### src/rtl/rename_pkg.sv
// Shared defaults, commit-queue entry and FSM state types for the rename front-end sequencer.
package rename_pkg;

   localparam int unsigned RN_ARCH_W = 4;
   localparam int unsigned RN_PHYS_W = 4;
   localparam int unsigned RN_QDEPTH = 8;

   typedef struct packed {
      logic                 has_dst;
      logic [RN_PHYS_W-1:0] old;
   } commit_entry_t;

   typedef enum logic [1:0] {
      RUN        = 2'd0,
      FREE_STALL = 2'd1,
      Q_STALL    = 2'd2,
      OUT_STALL  = 2'd3
   } rseq_state_t;

   // Highest-priority stall cause this cycle, RUN when nothing is blocking.
   function automatic rseq_state_t rseq_stall_cause(input logic free_stall,
                                                    input logic q_stall,
                                                    input logic out_stall);
      rseq_state_t cause;
      cause = RUN;
      if (free_stall) begin
         cause = FREE_STALL;
      end else if (q_stall) begin
         cause = Q_STALL;
      end else if (out_stall) begin
         cause = OUT_STALL;
      end
      return cause;
   endfunction

endpackage

### src/rtl/rename_commit_fifo.sv
// In-order queue of displaced physical mappings awaiting commit.
// A pop at full frees the slot so a same-cycle push still lands.
module rename_commit_fifo
   import rename_pkg::*;
#(
   parameter int unsigned DEPTH = RN_QDEPTH
) (
   input  logic          clk,
   input  logic          rst,
   input  logic          i_push,
   input  commit_entry_t i_data,
   input  logic          i_pop,
   output commit_entry_t o_head_c,
   output logic          o_full_c,
   output logic          o_empty_c
);

   localparam int unsigned PTR_W = $clog2(DEPTH);
   localparam int unsigned CNT_W = PTR_W + 1;

   commit_entry_t    r_mem [DEPTH];
   logic [PTR_W-1:0] r_wr_ptr;
   logic [PTR_W-1:0] r_rd_ptr;
   logic [CNT_W-1:0] r_count;
   logic             w_do_pop;
   logic             w_do_push;

   assign o_empty_c = (r_count == '0);
   assign o_full_c  = (r_count == CNT_W'(DEPTH));
   assign o_head_c  = r_mem[r_rd_ptr];
   assign w_do_pop  = i_pop & ~o_empty_c;
   assign w_do_push = i_push & (~o_full_c | w_do_pop);

   // Pointers wrap naturally since DEPTH is a power of two.
   always_ff @(posedge clk) begin
      if (rst) begin
         r_wr_ptr <= '0;
         r_rd_ptr <= '0;
         r_count  <= '0;
      end else begin
         if (w_do_push) begin
            r_wr_ptr <= r_wr_ptr + PTR_W'(1);
         end
         if (w_do_pop) begin
            r_rd_ptr <= r_rd_ptr + PTR_W'(1);
         end
         if (w_do_push && !w_do_pop) begin
            r_count <= r_count + CNT_W'(1);
         end else if (w_do_pop && !w_do_push) begin
            r_count <= r_count - CNT_W'(1);
         end
      end
   end

   always_ff @(posedge clk) begin
      if (w_do_push) begin
         r_mem[r_wr_ptr] <= i_data;
      end
   end

endmodule

### src/rtl/rename_sequencer.sv
// Rename front-end sequencer: drives the renamer for each accepted op, registers the renamed op
// for dispatch and retires displaced physical registers one per in-order commit.
module rename_sequencer
   import rename_pkg::*;
#(
   parameter int unsigned ARCH_W = RN_ARCH_W,
   parameter int unsigned PHYS_W = RN_PHYS_W,
   parameter int unsigned QDEPTH = RN_QDEPTH
) (
   input  logic                clk,
   input  logic                rst,
   input  logic                in_valid,
   output logic                in_ready,
   input  logic [ARCH_W-1:0]   in_src1,
   input  logic [ARCH_W-1:0]   in_src2,
   input  logic [1:0]          in_src_ena,
   input  logic [ARCH_W-1:0]   in_dst,
   input  logic                in_dst_ena,
   output logic                out_valid,
   input  logic                out_ready,
   output logic [PHYS_W-1:0]   out_psrc1,
   output logic [PHYS_W-1:0]   out_psrc2,
   output logic [PHYS_W-1:0]   out_pdst,
   output logic [1:0]          out_src_ena,
   output logic                out_dst_ena,
   input  logic                commit_valid,
   output logic                commit_err,
   output logic [1:0]          state_o,
   output logic [ARCH_W-1:0]   rn_read1,
   output logic [ARCH_W-1:0]   rn_read2,
   output logic [1:0]          rn_read_ena,
   output logic [ARCH_W-1:0]   rn_write,
   output logic                rn_write_ena,
   output logic                rn_ena,
   output logic [PHYS_W-1:0]   rn_retire,
   output logic                rn_retire_ena,
   input  logic [PHYS_W-1:0]   rn_read1_phys,
   input  logic [PHYS_W-1:0]   rn_read2_phys,
   input  logic [2*PHYS_W-1:0] rn_wbs,
   input  logic                rn_full
);

   commit_entry_t     w_push_entry;
   commit_entry_t     w_head;
   logic              w_q_full;
   logic              w_q_empty;
   logic              w_pop;
   logic              w_slot_free;
   logic              w_accept;
   logic              w_free_stall;
   logic              w_q_stall;
   logic              w_out_stall;
   logic [PHYS_W-1:0] w_wbs_old;
   logic [PHYS_W-1:0] w_wbs_new;

   rseq_state_t       r_state;
   rseq_state_t       w_state_nxt;
   logic              r_out_valid;
   logic [PHYS_W-1:0] r_psrc1;
   logic [PHYS_W-1:0] r_psrc2;
   logic [PHYS_W-1:0] r_pdst;
   logic [1:0]        r_src_ena;
   logic              r_dst_ena;
   logic              r_commit_err;

   assign w_wbs_new = rn_wbs[PHYS_W-1:0];
   assign w_wbs_old = rn_wbs[2*PHYS_W-1:PHYS_W];

   // Handshake uses the registered rn_full only, keeping the path free of renamer stall logic.
   assign w_slot_free = ~r_out_valid | out_ready;
   assign w_pop       = commit_valid & ~w_q_empty;
   assign in_ready    = w_slot_free & (~w_q_full | w_pop) & ~(in_dst_ena & rn_full);
   assign w_accept    = in_valid & in_ready;

   assign rn_read1     = in_src1;
   assign rn_read2     = in_src2;
   assign rn_read_ena  = w_accept ? in_src_ena : 2'b00;
   assign rn_write     = in_dst;
   assign rn_write_ena = w_accept & in_dst_ena;
   assign rn_ena       = w_accept & in_dst_ena;

   // Non-dest ops still occupy a slot so commits stay aligned with the queue.
   assign w_push_entry  = '{has_dst: in_dst_ena, old: RN_PHYS_W'(w_wbs_old)};
   assign rn_retire     = PHYS_W'(w_head.old);
   assign rn_retire_ena = w_pop & w_head.has_dst;

   rename_commit_fifo #(
      .DEPTH (QDEPTH)
   ) u_commit_fifo (
      .clk       (clk),
      .rst       (rst),
      .i_push    (w_accept),
      .i_data    (w_push_entry),
      .i_pop     (w_pop),
      .o_head_c  (w_head),
      .o_full_c  (w_q_full),
      .o_empty_c (w_q_empty)
   );

   // Dispatch register: sources see the pre-write mapping the renamer returns this cycle.
   always_ff @(posedge clk) begin
      if (rst) begin
         r_out_valid <= 1'b0;
         r_psrc1     <= '0;
         r_psrc2     <= '0;
         r_pdst      <= '0;
         r_src_ena   <= 2'b00;
         r_dst_ena   <= 1'b0;
      end else if (w_accept) begin
         r_out_valid <= 1'b1;
         r_psrc1     <= in_src_ena[0] ? rn_read1_phys : '0;
         r_psrc2     <= in_src_ena[1] ? rn_read2_phys : '0;
         r_pdst      <= in_dst_ena ? w_wbs_new : '0;
         r_src_ena   <= in_src_ena;
         r_dst_ena   <= in_dst_ena;
      end else if (out_ready) begin
         r_out_valid <= 1'b0;
      end
   end

   always_ff @(posedge clk) begin
      if (rst) begin
         r_commit_err <= 1'b0;
      end else begin
         r_commit_err <= commit_valid & w_q_empty;
      end
   end

   assign out_valid   = r_out_valid;
   assign out_psrc1   = r_psrc1;
   assign out_psrc2   = r_psrc2;
   assign out_pdst    = r_pdst;
   assign out_src_ena = r_src_ena;
   assign out_dst_ena = r_dst_ena;
   assign commit_err  = r_commit_err;

   // Observational FSM; it reports why the front end is stalled and gates nothing.
   assign w_free_stall = in_valid & in_dst_ena & rn_full;
   assign w_q_stall    = in_valid & w_q_full & ~w_pop;
   assign w_out_stall  = r_out_valid & ~out_ready & in_valid;

   always_ff @(posedge clk) begin
      if (rst) begin
         r_state <= RUN;
      end else begin
         r_state <= w_state_nxt;
      end
   end

   always_comb begin
      w_state_nxt = r_state;
      unique case (r_state)
         FREE_STALL: begin
            if (!rn_full) begin
               w_state_nxt = RUN;
            end
         end
         Q_STALL: begin
            if (w_pop) begin
               w_state_nxt = RUN;
            end
         end
         default: begin
            w_state_nxt = rseq_stall_cause(w_free_stall, w_q_stall, w_out_stall);
         end
      endcase
   end

   assign state_o = 2'(r_state);

endmodule

### config.mk
export PLATFORM = sky130hd
export DESIGN_NAME = rename_sequencer
export DESIGN_NICKNAME = d
export VERILOG_FILES = /design/src/rtl/rename_pkg.sv /design/src/rtl/rename_commit_fifo.sv /design/src/rtl/rename_sequencer.sv
export SDC_FILE = /design/constraint.sdc
export NUM_CORES = 1
export LEC_CHECK = 0
export BUFFER_PORTS_ARGS = -buffer_cell sky130_fd_sc_hd__buf_2
export CORE_ASPECT_RATIO = 0.6
export CORE_UTILIZATION = 45
export CTS_CLUSTER_SIZE = 12
export DETAILED_ROUTE_END_ITERATION = 12
export PLACE_DENSITY = 0.69
export SYNTH_ARGS = -nofsm -noshare
export SYNTH_HDL_FRONTEND = slang
export SYNTH_SLANG_ARGS = --single-unit
### constraint.sdc
create_clock -name clk -period 3.92 [get_ports clk]
set_input_delay 0.392 -clock clk [delete_from_list [all_inputs] [get_ports clk]]
set_output_delay 0.392 -clock clk [all_outputs]
set_load 0.1 [all_outputs]
# --- After elaboration in Yosys (flattened, before gate mapping) ---
# Memory sizes are Yosys's and may differ from the RTL's. A register that Yosys moved wholly into a read port is not among the register bits.
# Cells that the tools add are included.
word_totals:
  out_inout_bits: 41
  mem_count: 1
  ram_bits: 40
  inputBits: 37
  register_bits: 29
  elab_cells: 72
op_classes:
  reduce_logical: 8
  mux: 18
  eq_ne: 5
  bitwise_logic: 25
  add_sub_neg: 4
memory_table:
  columns: ["name", "depth", "word_bits", "read_ports", "rd_clocked_by_memory_dff", "write_ports", "line", "rtl"]
  rows:
  - ["u_commit_fifo.r_mem", 8, 5, 1, 1, 1, "rename_commit_fifo.sv:21", "commit_entry_t r_mem [DEPTH];"]
ops:
  columns: ["cell", "n"]
  rows:
  - ["$mux 4", 5]
  - ["$and 1x1->1", 16]
  - ["$mux 2", 6]
  - ["$add 3x1->3 const B", 2]
  - ["$mux 3", 2]
  - ["$not 1->1", 6]
  - ["$add 4x1->4 const B", 1]
  - ["$eq 4x4->1 const B", 1]
  - ["$logic_not 4->1", 1]
  - ["$mux 1", 4]
  - ["$pmux 2 s2", 1]
  - ["$reduce_bool 2->1", 2]
  - ["$sub 4x1->4 const B", 1]
  - ["$or 1x1->1", 3]
  - ["$eq 2x1->1 const B", 1]
  - ["$eq 2x2->1 const B", 1]
  - ["$logic_and 1x1->1", 2]
  - ["$logic_not 1->1", 2]
  - ["$ne 2x1->1 const B", 1]
  - ["$ne 2x2->1 const B", 1]
  - ["$reduce_and 2->1", 1]

# --- Logic depth before layout (Yosys ltp) ---
# Gate-level depths: netlist of the first run.
logic_depth:
  word_depth: 12
  depth_mapped: 14
  ltp_nobuf: 12

# --- Cells and area by module ---
# Synthesis of the first run repeated with hierarchy kept, for this count alone.
hier_totals:
  hier_cells: 241
  hier_area_um2: 3126.7
modules_own_cells:
  columns: ["mod", "instances", "seq_area_each_um2", "cells_each", "area_each_um2"]
  rows:
  - ["rename_commit_fifo", 1, 1461.4, 129, 2162.1]
  - ["rename_sequencer", 1, 380.4, 112, 964.7]

# --- Worst setup path after synthesis of the first run ---
# Ideal clock, no wire load.
synth_timing:
  path_kind: "reg-to-reg"
  start: "register r_out_valid (netlist: out_valid)"
  end: "register u_commit_fifo.r_count[3]"
  stages_incl_launch_ff: 15
  setup_time_ns: 0.121
  arrival_time_ns: 3.190
  path_slack_ns: 0.609
  synth_period_minus_slack_ns: 3.311
  path_buffers: 2
  required_time_ns: 3.799
  path_cell_list: "dfxtp_1 > nor2b_1 > a221o_2 > inv_2 > buf_6 > buf_8 > nand2_1 > inv_1 > ha_1 > inv_1 > ha_1 > a21oi_1 > a211oi_1 > a31oi_1 > mux2_2"
synth_between:
  elab_chain_cells: 9
  word_cells_on_any_way: 11
  cone_classes: "mux: 1; bitwise: 6; reduce/logical: 4"
synth_lines:
  columns: ["element", "line", "rtl"]
  rows:
  - ["start: declaration", "rename_sequencer.sv:58", "logic r_out_valid;"]
  - ["start signal: assignment", "rename_sequencer.sv:103", "r_out_valid <= 1'b0;"]
  - ["start signal: assignment", "rename_sequencer.sv:110", "r_out_valid <= 1'b1;"]
  - ["start signal: assignment", "rename_sequencer.sv:117", "r_out_valid <= 1'b0;"]
  - ["$not 1->1 (*)", "rename_sequencer.sv:70", "assign w_slot_free = ~r_out_valid | out_ready;"]
  - ["$or 1x1->1 (*)", "rename_sequencer.sv:70", null]
  - ["$and 1x1->1 (*) (2 in a row)", "rename_sequencer.sv:72", "assign in_ready = w_slot_free & (~w_q_full | w_pop) & ~(in_dst_ena & rn_full);"]
  - ["via in_ready", "rename_sequencer.sv:13", "output logic in_ready,"]
  - ["$and 1x1->1 (*)", "rename_sequencer.sv:73", "assign w_accept = in_valid & in_ready;"]
  - ["$and 1x1->1 (*)", "rename_commit_fifo.sv:32", "assign w_do_push = i_push & (~o_full_c | w_do_pop);"]
  - ["via u_commit_fifo.w_do_push", "rename_commit_fifo.sv:26", "logic w_do_push;"]
  - ["$logic_not 1->1", "rename_commit_fifo.sv:49", "end else if (w_do_pop && !w_do_push) begin"]
  - ["$logic_and 1x1->1", "rename_commit_fifo.sv:49", null]
  - ["$reduce_bool 2->1 (no source line)", null, null]
  - ["end signal: assignment", "rename_commit_fifo.sv:48", "r_count <= r_count + CNT_W'(1);"]
  - ["end signal: assignment", "rename_commit_fifo.sv:50", "r_count <= r_count - CNT_W'(1);"]
  - ["end: declaration", "rename_commit_fifo.sv:24", "logic [CNT_W-1:0] r_count;"]
# Mark *: on every way through the listed nets, which the timed path passes. The rest lies on a longest branch.
# A chain may end at the register's enable or synchronous reset.

# --- Worst setup path in the final report of the first run ---
layout_timing:
  start: "register u_commit_fifo.r_count[0]"
  end: "register u_commit_fifo.r_count[3]"
layout_between:
  elab_chain_cells: 11
  word_cells_on_any_way: 21
  cone_classes: "add/sub: 2; eq/ne: 1; mux: 2; bitwise: 10; reduce/logical: 6"
layout_lines:
  columns: ["element", "line", "rtl"]
  rows:
  - ["$logic_not 4->1", "rename_commit_fifo.sv:28", "assign o_empty_c = (r_count == '0);"]
  - ["$not 1->1", "rename_commit_fifo.sv:31, rename_sequencer.sv:71", null]
  - ["$and 1x1->1", "rename_sequencer.sv:71", "assign w_pop = commit_valid & ~w_q_empty;"]
  - ["$or 1x1->1", "rename_sequencer.sv:72", null]
  - ["$and 1x1->1 (2 in a row)", "rename_sequencer.sv:72", null]
  - ["$and 1x1->1", "rename_sequencer.sv:73", null]
  - ["$and 1x1->1 (*)", "rename_commit_fifo.sv:32", null]
  - ["via u_commit_fifo.w_do_push", "rename_commit_fifo.sv:26", null]
  - ["$logic_not 1->1", "rename_commit_fifo.sv:49", null]
  - ["$logic_and 1x1->1", "rename_commit_fifo.sv:49", null]
  - ["$reduce_bool 2->1 (no source line)", null, null]
# Mark *: on every way through the listed nets, which the timed path passes. The rest lies on a longest branch. The select of a mux whose other input is x is not followed.

==> summary.md, run 1 <==
| Metric | Value |
|---|---|
| Status | `complete, no violations` |
| Worst EP required | `4.14 ns` |
| Initial DRC Count | `69` |
| Via count | `2000` |
| Syn_area_per_cell | `12.76 um2` |
| Synth Instances | `242` |
| Post-synth ARST share | `0%` |
| Commonest non-fill, non-tap cell in the layout | `buf_2` |
| Unique masters post-synth | `38` |
| Die height | `66.16 um` |
| TritonCTS buffer count | `9` |
| CORE AREA | `0.006359 mm2` |
| DRC violations left | `0` |
| Final setup viols | `0` |
| I/O Buffers | `53` |
| CP top delay family | `compound AO/OA/AOI/OAI gates` |
| Die area | `0.007206 mm2` |
| Buffer and inverter count on the worst path | `3` |
| # fillers | `515` |
| Crit path kind | `flip-flop to flip-flop` |
| Cell area after synthesis | `0.003087 mm2` |
| Register area | `0.001842 mm2` |
| TritonCTS Sinks | `72` |
| Post-CTS setup buffers | `0` |
| Max-Cap Viols | `0` |
| Initial Utilization | `48.54%` |
| Slowest-stage cell, CP | `a221o_2` |
| Type of origin of the critical path | `flip-flop` |
| Synthesis-to-layout area growth | `17.88%` |
| Worst EP arrival | `3.36 ns` |
| Clock skew | `0.008197 ns` |
| IO Pins | `78` |
| Clk buf depth | `2` |
| Largest net degree at the start of global routing | `34` |
| N_diodes | `0` |
| Dpl ws | `0.6974 ns` |
| RSZ-0062 raised after global routing | `no` |
| Post-cts sizing count | `0` |
| Hpwl dp | `4.129 mm` |
| Worst-Margin Slew | `0.8853 ns` |
| FMAX | `319.0 MHz` |
| Setup slack, reg-to-reg | `0.79 ns` |
| Final period utilization | `79.97%` |
| Top_reg_cell synth | `edfxtp_1` |
| DR WL/cell | `16.09 um` |
| Die Wd | `108.9 um` |
| Routed Antenna Nets | `0` |
| TNS Setup | `0 ns` |
| P per Cell Area | `704.8 mW/mm2` |
| Crit path max fanout | `20` |
| Final hold slack | `0.3328 ns` |
| Layout Utilization | `57.22%` |
| Total global-route track usage | `18.35%` |
| Leak Pwr | `1.399 nW` |
| Total Wirelength | `5.955 mm` |
| Maximum VDD drop | `383.3 uV` |
| Minimum clock period | `3.135 ns` |
| Ys Warns | `0` |
| Top-area cell type share of the netlist area | `38.91%` |
| GP Congestion | `0.7998` |
| CTS root buffer | `clkbuf_16` |
| Final Hold Violating Endpoints | `0` |
| H-tree Lvls | `3` |
| Crit path capture type | `flip-flop` |
| Slew Limit Fails | `0` |
| Post-synth EDFFs | `40` |
| Final Power | `0.002565 W` |
| Most frequent cells in the layout | `buf_2, edfxtp_1, dfxtp_1` |
| Hold Crit Class | `input port to flip-flop` |
| Routed vias/inst | `5.405` |
| Synth Net Count | `287` |
| First-pass GRT wire length | `9.425 mm` |
| Multi-input gate area | `0.001039 mm2` |
| Synth area leaders | `edfxtp_1, dfxtp_1, mux4_2` |
| Hold Buf Count CTS | `0` |
| Clk_lat worst skew | `0.33 ns` |
| Share of layout cells above drive strength 1 | `32.52%` |
| Initial antenna violation count | `0` |
| Total Nets Final | `326` |
| Critical path, cell by cell | `nor3_2 -> a221o_2 -> inv_2 -> nand2_1 -> inv_1 -> ha_1 -> inv_1 -> ha_1 -> a21oi_1 -> a211oi_1 -> a31oi_1 -> mux2_2` |
| Site Rows | `22` |
| Number of synthesized register bits | `72` |
| Area leader, netlist | `edfxtp_1` |
| Register area share after synthesis | `59.67%` |
| First-pass detailed-route iteration total | `4` |
| Clk slew on worst S/H paths | `0.06 ns` |
| CTS tree | `built` |
| Rel. slew slack | `40.52%` |
| Setup ws final | `0.7851 ns` |
| Vias in the first global route | `1854` |
| Grt ovf | `0` |
| Crit-path max cell delay | `0.52 ns` |
-- layout make-up --
type / instances / share of cell area [%]
Sequential cell: 72 / 50.62
Multi-Input combinational cell: 134 / 28.54
Timing Repair Buffer: 54 / 7.497
Clock buffer: 9 / 6.190
Clock inverter: 7 / 3.232
Tap cell: 84 / 2.889
Inverter: 10 / 1.032
-- flip-flops by register name (all words and copies together) (netlist names), 2 cells and up, named ones only --
register	cells
u_commit_fifo.r_mem	40
out_pdst	4
out_psrc1	4
out_psrc2	4
u_commit_fifo.r_count	4
u_commit_fifo.r_rd_ptr	3
u_commit_fifo.r_wr_ptr	3
out_src_ena	2
state_o	2
-- metrics by stage --
stage               instances  cell area [um2]
finish                    370             3638
global route              370             3638
CTS                       370             3638
detailed placement        354             3296
global placement          354             3296
floorplan                 242             3087
-- layer usage --
layer | up-vias | wire, um | track usage (%)
met2 | 51 | 2594 | 25.47
li1 | 965 | - | -
met1 | 979 | 2971 | 26.34
met5 | - | 0 | 0
met3 | 5 | 326 | 7.094
met4 | 0 | 63 | 5.068
-- report_power, final --
part / internal (W) / switching [W] / total (W)
logic: 0.000220 / 0.000488 / 0.000708
clock network: 0.000622 / 0.000301 / 0.000922
registers: 0.000854 / 0.0000809 / 0.000935
-- final timing paths --
check | start | to | depth (start not counted)
worst max-delay path | u_commit_fifo.r_count[0] | u_commit_fifo.r_count[3] | 12
worst min-delay path | rn_wbs[6] | u_commit_fifo.r_mem[5][2] | 1
worst max register to register | u_commit_fifo.r_count[0] | u_commit_fifo.r_count[3] | 12
worst min register to register | out_psrc1[1] | out_psrc1[1] | 2
-- cell families (layout without fill, tap and decap cells) --
group / count (synthesis) / in the layout / synth area share, %
buf+inv: 36 / 80 / 6.688
simple gates: 55 / 55 / 9.647
flops: 72 / 72 / 59.67
fa+ha+maj: 8 / 8 / 3.486
xor+xnor: 4 / 4 / 1.135
mux: 19 / 19 / 10.46
compound gates: 48 / 48 / 8.918
-- synthesized netlist by cell type, types with 2 or more instances --
master	instances
buf_4	13
xor2_1	2
clkbuf_1	7
nand2b_1	3
nor3_2	2
a21oi_1	24
nand4_1	12
xnor2_1	2
mux2_2	6
nand3_1	7
edfxtp_1	40
buf_2	3
mux2i_1	3
mux4_2	10
nor2b_1	3
dfxtp_1	32
ha_1	7
nand2_1	4
nor2_1	19
inv_1	9
o21ai_0	17
(Power assumes the default switching activity.)
==> run 2: changes to the inputs <==
- ABC_AREA: default -> 1
- clock period: 3.92 -> 3.3 ns (I/O delays scaled with it)
==> summary.md, run 2 <==
| Metric | Value |
|---|---|
| Synth area leaders | `edfxtp_1, dfxtp_1, nand2_1` |
| CTS tree | `built` |
| Leak Pwr | `1.648 nW` |
| Final period utilization | `84.36%` |
| Unique masters post-synth | `24` |
| Status | `complete, no violations` |
| Synthesis-to-layout area growth | `17.91%` |
| Top_reg_cell synth | `edfxtp_1` |
| Die area | `0.007399 mm2` |
| Worst EP required | `2.97 ns` |
| DR WL/cell | `12.82 um` |
| Hpwl dp | `4.193 mm` |
| Maximum VDD drop | `598.8 uV` |
| Hold Buf Count CTS | `0` |
| Final Hold Violating Endpoints | `0` |
| Crit path capture type | `primary output` |
| Register area share after synthesis | `58.07%` |
| P per Cell Area | `836.3 mW/mm2` |
| Max-Cap Viols | `0` |
| Most common cell in the netlist | `nand2_1` |
| DRC violations left | `0` |
| TritonCTS Sinks | `72` |
| First-pass GRT wire length | `9.494 mm` |
| IO Pins | `78` |
| Rel. slew slack | `59.91%` |
| Max reg flops | `40` |
| Post-synth top cells | `nand2_1, nor2_1, edfxtp_1` |
| Final setup viols | `0` |
| Minimum clock period | `2.784 ns` |
| Vias in the first global route | `2016` |
| Clk_lat worst skew | `0.33 ns` |
| TritonCTS buffer count | `9` |
| Post-synth ARST share | `0%` |
| First-pass detailed-route iteration total | `4` |
| FMAX | `359.2 MHz` |
| Via count | `2267` |
| Type of origin of the critical path | `flip-flop` |
| Site Rows | `23` |
| Area leader, netlist | `edfxtp_1` |
| RSZ-0062 raised after global routing | `no` |
| Post-synth EDFFs | `40` |
| CORE AREA | `0.006734 mm2` |
| Routed vias/inst | `4.813` |
| Grt ovf | `0` |
| Synth Instances | `337` |
| Total global-route track usage | `17.87%` |
| Commonest non-fill, non-tap cell in the layout | `nand2_1` |
| Total Wirelength | `6.037 mm` |
| CTS root buffer | `clkbuf_16` |
| Crit path max fanout | `20` |
| Post-cts sizing count | `0` |
| TNS Setup | `0 ns` |
| Die Wd | `110.4 um` |
| Worst-Margin Slew | `0.6005 ns` |
| Largest net degree at the start of global routing | `25` |
| Clk buf depth | `2` |
| Initial antenna violation count | `0` |
| Most frequent cells in the layout | `nand2_1, buf_2, nor2_1` |
| Post-CTS setup buffers | `0` |
| Top reg by flops | `u_commit_fifo.r_mem` |
| Top-area cell type share of the netlist area | `37.87%` |
| Share of layout cells above drive strength 1 | `19.79%` |
| GP Congestion | `0.7493` |
| Final hold slack | `0.2521 ns` |
| Crit path kind | `flip-flop to primary output` |
| Initial DRC Count | `99` |
| Ys Warns | `0` |
| N_diodes | `0` |
| Clk slew on worst S/H paths | `0.06 ns` |
| Cell area after synthesis | `0.003172 mm2` |
| Initial Utilization | `47.10%` |
| Routed Antenna Nets | `0` |
| Setup slack, reg-to-reg | `0.76 ns` |
| Die height | `67.03 um` |
| Total Nets Final | `424` |
| H-tree Lvls | `3` |
| Hold Crit Class | `input port to flip-flop` |
| I/O Buffers | `53` |
| Slew Limit Fails | `0` |
| Synth Net Count | `382` |
| Worst EP arrival | `2.45 ns` |
| Clock skew | `0.006461 ns` |
| Syn_area_per_cell | `9.412 um2` |
| Number of synthesized register bits | `72` |
run 2: metal layers:
layer	wire length, um	global-route usage (%)
met1	3099	24.67
met2	2428	24.53
met3	425	7.241
met4	83	7.237
met5	0	0
run 2: final timing paths:
check | start | endpoint | cells after the start
worst max register to register | u_commit_fifo.r_count[0] | u_commit_fifo.r_count[3] | 13
worst max-delay path | u_commit_fifo.r_count[0] | rn_write_ena | 8
worst min-delay path | commit_valid | commit_err | 3
worst min register to register | out_dst_ena | out_dst_ena | 2
run 2: power breakdown:
group | leakage [nW] | internal [W] | total (W) | switching (W)
registers | 0.624 | 0.00102 | 0.00110 | 0.0000892
clock network | 0.169 | 0.000748 | 0.00113 | 0.000378
logic | 0.856 | 0.000212 | 0.000897 | 0.000685
total | 1.65 | 0.00197 | 0.00313 | 0.00115
run 2: area by class of cell:
type | instances | area (um2)
multi-input combinational | 207 | 1030
fill | 574 | 2994
inverter | 34 | 127.6
clock inverter | 7 | 126.4
clock buffer | 9 | 225.2
tap | 87 | 108.9
timing repair buffer | 55 | 280.3
sequential | 72 | 1842
run 2: logic make-up after synthesis:
kind of cell | synth area share (%)
DFF | 58.07
muxes | 2.525
buffers and inverters | 9.468
and+or+nand+nor | 16.65
xor gates and xnor gates | 0.8286
AOI/OAI and AO/OA | 9.073
adders and majority gates | 3.392
run 2: worst max-delay path, cell delays in order, from the launching register on:
cell	delay [ns]
dfxtp_1	0.46
nor2_2	0.08
nand3_2	0.11
nand4_2	0.41
inv_1	0.21
buf_4	0.26
nand2_1	0.10
inv_1	0.07
buf_2	0.42
run 2: through the flow:
step           total power, W  cells  instance area [um2]  utilization, %  setup slack, ns
2_1_floorplan        0.001923    337                 3172               -           0.5595
3_3_place_gp         0.001998    455                 3388           50.32           0.8222
3_5_place_dp         0.002018    455                 3388           50.32           0.7082
4_1_cts              0.003146    471                 3740           55.54           0.4810
5_1_grt              0.003262    471                 3740           55.54           0.2772
6_report             0.003128    471                 3740           55.54           0.5161
==> run 3: changes to the inputs <==
- clock period: 3.3 -> 2.9 ns (I/O delays scaled with it)
==> summary.md, run 3 (synthesis gave the netlist of run 2 again) <==
| Metric | Value |
|---|---|
| Total Nets Final | `425` |
| Worst Hold End | `commit_err` |
| Total Wirelength | `6.447 mm` |
| Crit path max fanout | `15` |
| Initial DRC Count | `136` |
| Die area | `0.007399 mm2` |
| Net Sw Power | `0.001287 W` |
| Share of layout cells above drive strength 1 | `19.74%` |
| Placed Instances | `456` |
| Slowest-stage cell, CP | `dfxtp_1` |
| Slew Limit Fails | `0` |
| GP Congestion | `0.7805` |
| Post-cts sizing count | `0` |
| Hold depth | `3` |
| Reg2reg start | `u_commit_fifo.r_count[0]` |
| Routed vias/inst | `4.826` |
| Max reg flops | `40` |
| Worst Reg-to-Reg Cells | `13` |
| H-tree Lvls | `3` |
| Top reg by flops | `u_commit_fifo.r_mem` |
| Type of origin of the critical path | `flip-flop` |
| Final period utilization | `84.85%` |
| Initial Utilization | `47.10%` |
| TNS Setup | `0 ns` |
| Post-Layout Inst Area | `0.003707 mm2` |
| I/O Buffers | `53` |
| Via count | `2278` |
| DRC violations left | `0` |
| Reg2reg end | `u_commit_fifo.r_count[3]` |
| Final setup viols | `0` |
| Leak Pwr | `1.637 nW` |
| Hold Buf Count CTS | `0` |
| Most frequent cells in the layout | `nand2_1, buf_2, nor2_1` |
| Die height | `67.03 um` |
| Crit path capture type | `primary output` |
| Grt ovf | `0` |
| Minimum clock period | `2.461 ns` |
| Vias in the first global route | `2071` |
| Rel. slew slack | `60.22%` |
| Clk slew on worst S/H paths | `0.06 ns` |
| Clk buf depth | `2` |
| Hold Crit Class | `input port to flip-flop` |
| Routed Antenna Nets | `0` |
| Clk pwr share | `33.3%` |
| Reg power frac | `36.7%` |
| Die Wd | `110.4 um` |
| Final hold slack | `0.2229 ns` |
| Commonest non-fill, non-tap cell in the layout | `nand2_1` |
| P per Cell Area | `924.9 mW/mm2` |
| Post-Layout Cell Count | `472` |
| First-pass detailed-route iteration total | `4` |
| IO Pins | `78` |
| First-pass GRT wire length | `10.18 mm` |
| Clock skew | `0.006931 ns` |
| DR WL/cell | `13.66 um` |
| Crit-path max cell delay | `0.66 ns` |
| Synthesis-to-layout area growth | `16.88%` |
| Hpwl dp | `4.443 mm` |
| RSZ-0062 raised after global routing | `no` |
| CORE AREA | `0.006734 mm2` |
| Largest net degree at the start of global routing | `25` |
| Hold_sp | `commit_valid` |
| Initial antenna violation count | `0` |
| Site Rows | `23` |
| Worst-Margin Slew | `0.5945 ns` |
| Crit path kind | `flip-flop to primary output` |
| TritonCTS Sinks | `72` |
| Layout Utilization | `55.05%` |
| TritonCTS buffer count | `9` |
| Total global-route track usage | `19.67%` |
| Final Hold Violating Endpoints | `0` |
| Worst EP required | `2.61 ns` |
| CTS tree | `built` |
| Switching portion of total power | `37.55%` |
| Maximum VDD drop | `713.9 uV` |
| Setup slack, reg-to-reg | `0.80 ns` |
| Post-CTS setup buffers | `0` |
| N_diodes | `0` |
| Status | `complete, no violations` |
| FMAX | `406.4 MHz` |
| Clk_lat worst skew | `0.33 ns` |
| Worst EP arrival | `2.17 ns` |
| Critical path, cell by cell | `inv_1 -> o21ai_0 -> o21ai_0 -> nor2_1 -> nor2_1 -> buf_2` |
| Max-Cap Viols | `0` |
| Logic pwr share | `30.0%` |
| DP Area | `0.003396 mm2` |
| CTS root buffer | `clkbuf_16` |
| Cell internal pwr | `0.002141 W` |
run 3: cell types whose count changed in the layout (fill, tap and decap cells not counted):
cell | before | now
clkinv_2 | 0 | 3
inv_6 | 2 | 0
buf_4 | 2 | 3
bufinv_16 | 3 | 2
clkinv_1 | 0 | 1
inv_8 | 1 | 0
run 3: worst max-delay path, delay by kind of cell, from the launching register on:
kind | cells | cell delay [ns]
flip-flops | 1 | 0.66
buffers and inverters | 2 | 0.62
AO/OA/AOI/OAI | 2 | 0.41
AND/OR/NAND/NOR | 2 | 0.16
run 3: routing by layer:
layer | global-route usage, % | vias up | wire length [um]
met5 | 0 | - | 0
met4 | 8.882 | 0 | 44
met3 | 7.241 | 6 | 455
met2 | 27.56 | 71 | 2721
met1 | 26.82 | 1024 | 3226
li1 | - | 1177 | -
run 3: final cells by class:
cell class / count / area (um2)
multi-input cells: 207 / 1030
repair buffers: 56 / 287.8
flip-flops and latches: 72 / 1842
clock buffers: 9 / 225.2
clock inverters: 7 / 86.33
fillers: 586 / 3027
inverters: 34 / 127.6
well taps: 87 / 108.9
run 3: power groups by stage:
stage | registers [W] | logic (W) | clock network, W
finish | 0.00126 | 0.00103 | 0.00114
global route | 0.00127 | 0.00111 | 0.00121
detailed placement | 0.00128 | 0.00102 | 0
global placement | 0.00127 | 0.000998 | 0
floorplan | 0.00135 | 0.000835 | 0
CTS | 0.00126 | 0.00103 | 0.00116
run 3: worst max path at each step:
| stage | from | to | cells past startpoint |
|---|---|---|---|
| after global placement | in_dst_ena | u_commit_fifo.r_count[3] | 13 |
| after floorplan | out_valid | u_commit_fifo.r_count[3] | 13 |
| after global routing | flip-flop | rn_retire_ena | 6 |
| after CTS | flip-flop | rn_retire_ena | 6 |
| final | flip-flop | rn_retire_ena | 6 |
| after detailed placement | in_dst_ena | u_commit_fifo.r_count[3] | 13 |
run 3: stage by stage:
step | total power, W | setup slack, ns
4_1_cts | 0.003449 | 0.4294
5_1_grt | 0.003584 | 0.2882
2_1_floorplan | 0.002188 | 0.1970
3_5_place_dp | 0.002294 | 0.7770
6_report | 0.003429 | 0.4394
3_3_place_gp | 0.002272 | 0.9075
